### config.mk
export PLATFORM = sky130hd
export DESIGN_NAME = sdram_arbiter_flat
export DESIGN_NICKNAME = d
export VERILOG_FILES = /design/src/rtl/sdram_pkg.sv /design/src/rtl/sdram_arbiter_if.sv /design/src/rtl/sdram_rr_pick.sv /design/src/rtl/sdram_arbiter.sv /design/src/flat_wrapper.sv
export SDC_FILE = /design/constraint.sdc
export NUM_CORES = 1
export LEC_CHECK = 0
export CELL_PAD_IN_SITES_DETAIL_PLACEMENT = 1
export CELL_PAD_IN_SITES_GLOBAL_PLACEMENT = 2
export CORE_MARGIN = 2
export CORE_UTILIZATION = 17
export CTS_BUF_LIST = sky130_fd_sc_hd__clkbuf_8
export DETAILED_ROUTE_END_ITERATION = 7
export PLACE_DENSITY_LB_ADDON = 0.1
export REMOVE_ABC_BUFFERS = 1
export SLEW_MARGIN = 15
export SYNTH_ARGS = -nofsm -noshare
export SYNTH_HDL_FRONTEND = slang
export SYNTH_SLANG_ARGS = --single-unit
### constraint.sdc
create_clock -name clk -period 4.3 [get_ports clk]
set_clock_uncertainty 0.05 [all_clocks]
set_input_delay 1.29 -clock clk [delete_from_list [all_inputs] [get_ports clk]]
set_output_delay 1.29 -clock clk [all_outputs]
set_load 0.005 [all_outputs]
### src/rtl/sdram_pkg.sv
// rtl/sdram_pkg.sv - SDRAM command encodings and arbiter state codes
package sdram_pkg;

    // {cs_n, ras_n, cas_n, we_n}
    localparam logic [3:0] CMD_MRS     = 4'b0000;
    localparam logic [3:0] CMD_REF     = 4'b0001;
    localparam logic [3:0] CMD_PRE     = 4'b0010;
    localparam logic [3:0] CMD_ACT     = 4'b0011;
    localparam logic [3:0] CMD_WRITE   = 4'b0100;
    localparam logic [3:0] CMD_READ    = 4'b0101;
    localparam logic [3:0] CMD_NOP     = 4'b0111;
    localparam logic [3:0] CMD_INHIBIT = 4'b1111;

    localparam logic [1:0] ST_INIT  = 2'd0;
    localparam logic [1:0] ST_ARBIT = 2'd1;
    localparam logic [1:0] ST_AREF  = 2'd2;
    localparam logic [1:0] ST_CHAN  = 2'd3;

    // Index width that stays at least one bit when only one channel exists.
    function automatic int idx_w(input int n);
        return (n > 1) ? $clog2(n) : 1;
    endfunction

endpackage

### src/rtl/sdram_arbiter_if.sv
// rtl/sdram_arbiter_if.sv - SDRAM pin-side bundle driven by the arbiter
interface sdram_arbiter_if #(
    parameter int ADDR_W = 12,
    parameter int BANK_W = 2,
    parameter int DATA_W = 16
);
    logic [3:0]        sdram_cmd;
    logic [ADDR_W-1:0] sdram_addr;
    logic [BANK_W-1:0] sdram_bank;
    logic [DATA_W-1:0] dq_out;
    logic              dq_oe;

    modport master (
        output sdram_cmd, sdram_addr, sdram_bank, dq_out, dq_oe
    );

    modport slave (
        input sdram_cmd, sdram_addr, sdram_bank, dq_out, dq_oe
    );
endinterface

### src/rtl/sdram_rr_pick.sv
// rtl/sdram_rr_pick.sv - combinational round-robin picker: first request at or after ptr
module sdram_rr_pick #(
    parameter int NCH = 2,
    parameter int IW  = 1
) (
    input  logic [NCH-1:0] req,
    input  logic [IW-1:0]  ptr,
    output logic           valid,
    output logic [IW-1:0]  idx
);
    // Two passes avoid a modulo index: upper segment [ptr..NCH-1], then wrap [0..ptr-1].
    always_comb begin
        valid = 1'b0;
        idx   = '0;
        for (int i = 0; i < NCH; i++) begin
            if (!valid && req[i] && (IW'(i) >= ptr)) begin
                valid = 1'b1;
                idx   = IW'(i);
            end
        end
        for (int i = 0; i < NCH; i++) begin
            if (!valid && req[i] && (IW'(i) < ptr)) begin
                valid = 1'b1;
                idx   = IW'(i);
            end
        end
    end
endmodule

### src/rtl/sdram_arbiter.sv
// rtl/sdram_arbiter.sv - init/refresh/channel arbiter and SDRAM command multiplexer
module sdram_arbiter
    import sdram_pkg::*;
#(
    parameter int NCH     = 2,
    parameter int ADDR_W  = 12,
    parameter int BANK_W  = 2,
    parameter int DATA_W  = 16,
    parameter int TIMEOUT = 1024,
    localparam int GW     = idx_w(NCH)
) (
    input  logic                  clk,
    input  logic                  rst_n,
    input  logic                  init_done,
    input  logic [3:0]            init_cmd,
    input  logic [ADDR_W-1:0]     init_addr,
    input  logic                  ref_req,
    output logic                  ref_en,
    input  logic                  ref_end,
    input  logic [3:0]            ref_cmd,
    input  logic [ADDR_W-1:0]     ref_addr,
    input  logic [NCH-1:0]        ch_req,
    output logic [NCH-1:0]        ch_en,
    input  logic [NCH-1:0]        ch_end,
    input  logic [4*NCH-1:0]      ch_cmd,
    input  logic [ADDR_W*NCH-1:0] ch_addr,
    input  logic [BANK_W*NCH-1:0] ch_bank,
    input  logic [NCH-1:0]        ch_oe,
    input  logic [DATA_W*NCH-1:0] ch_wdata,
    sdram_arbiter_if.master       pins,
    output logic [GW-1:0]         grant_id,
    output logic                  timeout_err
);
    localparam int WW = (TIMEOUT > 1) ? $clog2(TIMEOUT) : 1;

    logic [1:0]        state;
    logic [GW-1:0]     rr_ptr;
    logic [WW-1:0]     wd;
    logic              pick_valid;
    logic [GW-1:0]     pick_idx;
    logic [NCH-1:0]    pick_oh;
    logic              sel_end;
    logic              sel_oe;
    logic [3:0]        sel_cmd;
    logic [ADDR_W-1:0] sel_addr;
    logic [BANK_W-1:0] sel_bank;
    logic [DATA_W-1:0] sel_wdata;
    logic              wd_fire;
    logic [GW-1:0]     next_ptr;

    sdram_rr_pick #(.NCH(NCH), .IW(GW)) u_pick (
        .req   (ch_req),
        .ptr   (rr_ptr),
        .valid (pick_valid),
        .idx   (pick_idx)
    );

    always_comb begin
        pick_oh   = '0;
        sel_end   = 1'b0;
        sel_oe    = 1'b0;
        sel_cmd   = CMD_NOP;
        sel_addr  = '0;
        sel_bank  = '0;
        sel_wdata = '0;
        for (int i = 0; i < NCH; i++) begin
            pick_oh[i] = (pick_idx == GW'(i));
            if (grant_id == GW'(i)) begin
                sel_end   = ch_end[i];
                sel_oe    = ch_oe[i];
                sel_cmd   = ch_cmd[4*i +: 4];
                sel_addr  = ch_addr[ADDR_W*i +: ADDR_W];
                sel_bank  = ch_bank[BANK_W*i +: BANK_W];
                sel_wdata = ch_wdata[DATA_W*i +: DATA_W];
            end
        end
    end

    assign next_ptr    = (grant_id == GW'(NCH - 1)) ? '0 : grant_id + GW'(1);
    assign wd_fire     = (TIMEOUT != 0) && (state == ST_CHAN) && (wd == WW'(TIMEOUT - 1));
    // A completion arriving on the expiry cycle counts as a normal end, not an error.
    assign timeout_err = wd_fire && !sel_end;

    always_ff @(posedge clk or negedge rst_n) begin
        if (!rst_n) begin
            state    <= ST_INIT;
            rr_ptr   <= '0;
            grant_id <= '0;
            wd       <= '0;
            ref_en   <= 1'b0;
            ch_en    <= '0;
        end else begin
            ref_en <= 1'b0;
            ch_en  <= '0;
            case (state)
                ST_INIT: begin
                    if (init_done) state <= ST_ARBIT;
                end
                ST_ARBIT: begin
                    if (ref_req) begin
                        state  <= ST_AREF;
                        ref_en <= 1'b1;
                    end else if (pick_valid) begin
                        state    <= ST_CHAN;
                        ch_en    <= pick_oh;
                        grant_id <= pick_idx;
                        wd       <= '0;
                    end
                end
                ST_AREF: begin
                    if (ref_end) state <= ST_ARBIT;
                end
                ST_CHAN: begin
                    if (sel_end || wd_fire) begin
                        state  <= ST_ARBIT;
                        rr_ptr <= next_ptr;
                    end else begin
                        wd <= wd + WW'(1);
                    end
                end
                default: state <= ST_INIT;
            endcase
        end
    end

    always_comb begin
        pins.sdram_cmd  = CMD_NOP;
        pins.sdram_addr = '0;
        pins.sdram_bank = '0;
        case (state)
            ST_INIT: begin
                pins.sdram_cmd  = init_cmd;
                pins.sdram_addr = init_addr;
            end
            ST_AREF: begin
                pins.sdram_cmd  = ref_cmd;
                pins.sdram_addr = ref_addr;
            end
            ST_CHAN: begin
                pins.sdram_cmd  = sel_cmd;
                pins.sdram_addr = sel_addr;
                pins.sdram_bank = sel_bank;
            end
            default: ;
        endcase
        pins.dq_oe  = (state == ST_CHAN) && sel_oe;
        pins.dq_out = pins.dq_oe ? sel_wdata : '0;
    end

endmodule

### src/flat_wrapper.sv
// flat-port wrapper written by rule: the top's interface ports become plain ports
module sdram_arbiter_flat import sdram_pkg::*;
#(
    parameter int NCH     = 2,
    parameter int ADDR_W  = 12,
    parameter int BANK_W  = 2,
    parameter int DATA_W  = 16,
    parameter int TIMEOUT = 1024,
    localparam int GW     = idx_w(NCH)
)
  (clk, rst_n, init_done, init_cmd, init_addr, ref_req, ref_en, ref_end, ref_cmd, ref_addr, ch_req, ch_en, ch_end, ch_cmd, ch_addr, ch_bank, ch_oe, ch_wdata, grant_id, timeout_err, pins_sdram_cmd, pins_sdram_addr, pins_sdram_bank, pins_dq_out, pins_dq_oe);
  sdram_arbiter_if #(.ADDR_W(ADDR_W), .BANK_W(BANK_W), .DATA_W(DATA_W)) pins_i ();
  input  logic clk;
  input  logic rst_n;
  input  logic init_done;
  input  logic [3:0] init_cmd;
  input  logic [ADDR_W-1:0] init_addr;
  input  logic ref_req;
  output logic ref_en;
  input  logic ref_end;
  input  logic [3:0] ref_cmd;
  input  logic [ADDR_W-1:0] ref_addr;
  input  logic [NCH-1:0] ch_req;
  output logic [NCH-1:0] ch_en;
  input  logic [NCH-1:0] ch_end;
  input  logic [4*NCH-1:0] ch_cmd;
  input  logic [ADDR_W*NCH-1:0] ch_addr;
  input  logic [BANK_W*NCH-1:0] ch_bank;
  input  logic [NCH-1:0] ch_oe;
  input  logic [DATA_W*NCH-1:0] ch_wdata;
  output logic [GW-1:0] grant_id;
  output logic timeout_err;
  output wire logic [$bits(pins_i.sdram_cmd)-1:0] pins_sdram_cmd;
  output wire logic [$bits(pins_i.sdram_addr)-1:0] pins_sdram_addr;
  output wire logic [$bits(pins_i.sdram_bank)-1:0] pins_sdram_bank;
  output wire logic [$bits(pins_i.dq_out)-1:0] pins_dq_out;
  output wire logic [$bits(pins_i.dq_oe)-1:0] pins_dq_oe;
  assign pins_sdram_cmd = pins_i.sdram_cmd;
  assign pins_sdram_addr = pins_i.sdram_addr;
  assign pins_sdram_bank = pins_i.sdram_bank;
  assign pins_dq_out = pins_i.dq_out;
  assign pins_dq_oe = pins_i.dq_oe;
  sdram_arbiter #(.NCH(NCH), .ADDR_W(ADDR_W), .BANK_W(BANK_W), .DATA_W(DATA_W), .TIMEOUT(TIMEOUT)) u_core (.clk(clk), .rst_n(rst_n), .init_done(init_done), .init_cmd(init_cmd), .init_addr(init_addr), .ref_req(ref_req), .ref_en(ref_en), .ref_end(ref_end), .ref_cmd(ref_cmd), .ref_addr(ref_addr), .ch_req(ch_req), .ch_en(ch_en), .ch_end(ch_end), .ch_cmd(ch_cmd), .ch_addr(ch_addr), .ch_bank(ch_bank), .ch_oe(ch_oe), .ch_wdata(ch_wdata), .pins(pins_i), .grant_id(grant_id), .timeout_err(timeout_err));
endmodule
==> key figures <==
STA
  – Minimum clock period: 4.13 ns
  – Hold WS: 0.448 ns
  – Fin Setup TNS: 0 ns
  – Final setup violation count: 0
  – Worst setup margin: 0.165 ns
  – Final Hold Fails: 0
  – Final period util: 0.962
  – Worst slew pin tran: 0.798 ns
  – Worst rel slew slack: 0.466
  – Count of pins over their slew limit: 0
  – Peak Freq: 242 MHz
  – RSZ-0062 raised after global routing: no

Setup path
  – Arr. time, crit path: 2.79 ns
  – CP max FO: 3
  – Critical setup path kind: in2out
  – CP startpoint kind: input pin
  – CP required: 2.96 ns
  – Worst setup startpoint: ch_end[1]
  – R2R cell count: 6
  – Reg2Reg Capture Point: u_core.wd[6]
  – Nature of the critical path endpoint: output port
  – Worst setup path endpoint: timeout_err
  – Reg2reg start: u_core.state[0]
  – R2r setup slk: 2.18 ns

Outcome
  – Run status: finished clean

Clocking
  – H-tree depth: 1
  – CTS Buffer Depth: 2
  – CTS tree: done
  – TritonCTS Buffers: 3
  – Clk_lat worst skew: 0.25 ns
  – Root buffer cell: clkbuf_8
  – CTS hold repair buffers: 0
  – CTS resizes: 0
  – Worst-path clk slew: 0.06 ns
  – Post-CTS Setup Bufs: 0
  – TritonCTS Sinks: 17

Logic synthesis
  – Netlist Area Pre-Place: 1660 sq um
  – Compound-Gate Fraction of Synth Area: 0.171
  – Fraction of synthesized area in multiplexers: 0.302
  – Synth Area in XOR/XNOR: 0
  – Share of async-settable or async-resettable flops after synthesis: 1.00
  – Sequential fraction of the synthesis area: 0.256
  – Yosys top cell area share: 0.295
  – Mapped Cells: 199
  – Yosys reg bits: 17
  – Synth Area in Adders: 0.00752
  – Post-synth top area cell: mux2i_1
  – Synth warn: 0
  – Number of enable flip-flop cells after synthesis: 0
  – Main area contributors after synthesis: mux2i_1 (29%), dfrtp_1 (26%), nor2_1 (5.4%), o22ai_1 (4.9%), nand2_1 (2.9%)
  – Cell variety after synth: 38
  – Top_reg_cell synth: dfrtp_1
  – Simple-gate share of the synthesized area: 0.214
  – Largest family of logic cells by synthesized area: multiplexers
  – Synthesized area per cell: 8.36 sq um

Die
  – Die X: 103 microns
  – DIE AREA: 10600 sq um
  – I/O Pins: 151
  – Die Ht: 103 microns
  – Total core area: 9640 sq um
  – Row count: 36
  – Starting Density: 0.173

Place
  – Dpl hpwl: 6620 microns
  – Gpl congestion: 0.730
  – DP Worst Slack: 0.158 ns
  – Placed instance area: 3310 sq um
  – Port bufs: 150
  – DP Cell Count: 474

Job
  – Max-Cap Viols: 0

Min path
  – Hold path start: u_core.wd[8]
  – Worst min-delay path class: reg2reg

Drt
  – WL per Instance: 16.3 microns
  – First-pass iteration count of the detailed router: 3
  – Final ANT Viol Nets: 0
  – Initial DRC Count: 10
  – Vias: 2077
  – DR vias/cell: 4.35
  – DRC Markers: 0
  – Final wirelength: 7770 microns

Finish
  – Share of cells above drive strength 1: 0.0464
  – ANT cells: 0
  – Multi-input gate area: 1150 sq um
  – Register area: 427 sq um
  – Fillcell total: 1166
  – Most frequent cells in the layout: clkdlybuf4s50_1 (150), mux2i_1 (49), nor2_1 (24)
  – # nets final: 458
  – Fin cells: 478
  – Commonest non-fill, non-tap cell in the layout: clkdlybuf4s50_1
  – Synth-to-Final Area Change: 102%
  – Cell area after layout: 3360 sq um

Global routing
  – Overall routing resource usage: 0.140
  – Initial antenna violation count: 0
  – Largest net degree at the start of global routing: 27
  – Global-route wire length before repair: 11200 microns
  – GR Overflow Total: 0
  – Vias in the first global route: 2126

Pwr
  – Power Density: 408 nW/um^2
  – LEAKAGE: 1.34 nW
  – Max IR drop VDD: 0.154 mV
## worst min path at each step
stage                   end  slack (ns)  depth (start not counted)
2_1_floorplan  u_core.wd[8]        0.42                          1
3_3_place_gp   u_core.wd[8]        0.44                          1
3_5_place_dp   u_core.wd[8]        0.45                          1
4_1_cts        u_core.wd[8]        0.45                          1
5_1_grt        u_core.wd[8]        0.48                          1
6_report       u_core.wd[8]        0.45                          1
## sequential cells by signal, summed over array words and instances, names as in the netlist
register and count:
u_core.ch_en 2, u_core.grant_id 1, u_core.ref_en 1, u_core.rr_ptr 1
u_core.state 2, u_core.wd 10
## Yosys cell counts (4+ instances only)
cell	count
o21ai_0	5
dfrtp_1	17
nand3_1	7
o22ai_1	13
nor2_1	24
and3_1	4
mux2i_1	49
a21oi_1	6
buf_2	6
o21ai_1	8
nand2_1	13
clkbuf_1	4
## area by class of cell
| class | count | area share |
|---|---|---|
| repair buffers | 155 | 0.462 |
| clock inverters | 1 | 0.00149 |
| flip-flops and latches | 17 | 0.127 |
| inverters | 3 | 0.00335 |
| well taps | 133 | 0.0496 |
| multi-input cells | 166 | 0.344 |
| clock buffers | 3 | 0.0123 |
## kinds of logic after synthesis
kind of cell    Yosys count
buf+inv                  16
flops                    17
compound gates           45
simple gates             70
fa+ha+maj                 1
mux                      50
## report_power, final
group,internal (mW),switching [mW],leakage (nW)
combinational,0.562,0.424,1.09
sequential,0.195,0.0688,0.226
clock,0.0643,0.0560,0.0255
## critical path: stages
cell             delay [ns]
clkdlybuf4s50_1        0.42
mux2i_1                0.21
and2_1                 0.24
and2_1                 0.15
clkdlybuf4s50_1        0.49
## metal layers
metal	wire length [microns]	share of wire	track usage
met5	0	0	0
met4	27	0.0035	0.0121
met3	460	0.059	0.0420
met2	4650	0.60	0.287
met1	2630	0.34	0.141
## per-stage QoR
stage	power, mW	util
after floorplan	0.725	-
after global placement	1.28	0.343
after detailed placement	1.28	0.343
after CTS	1.41	0.348
after global routing	1.49	0.348
final	1.37	0.348
Note: power is estimated with default switching activity, not from simulation.
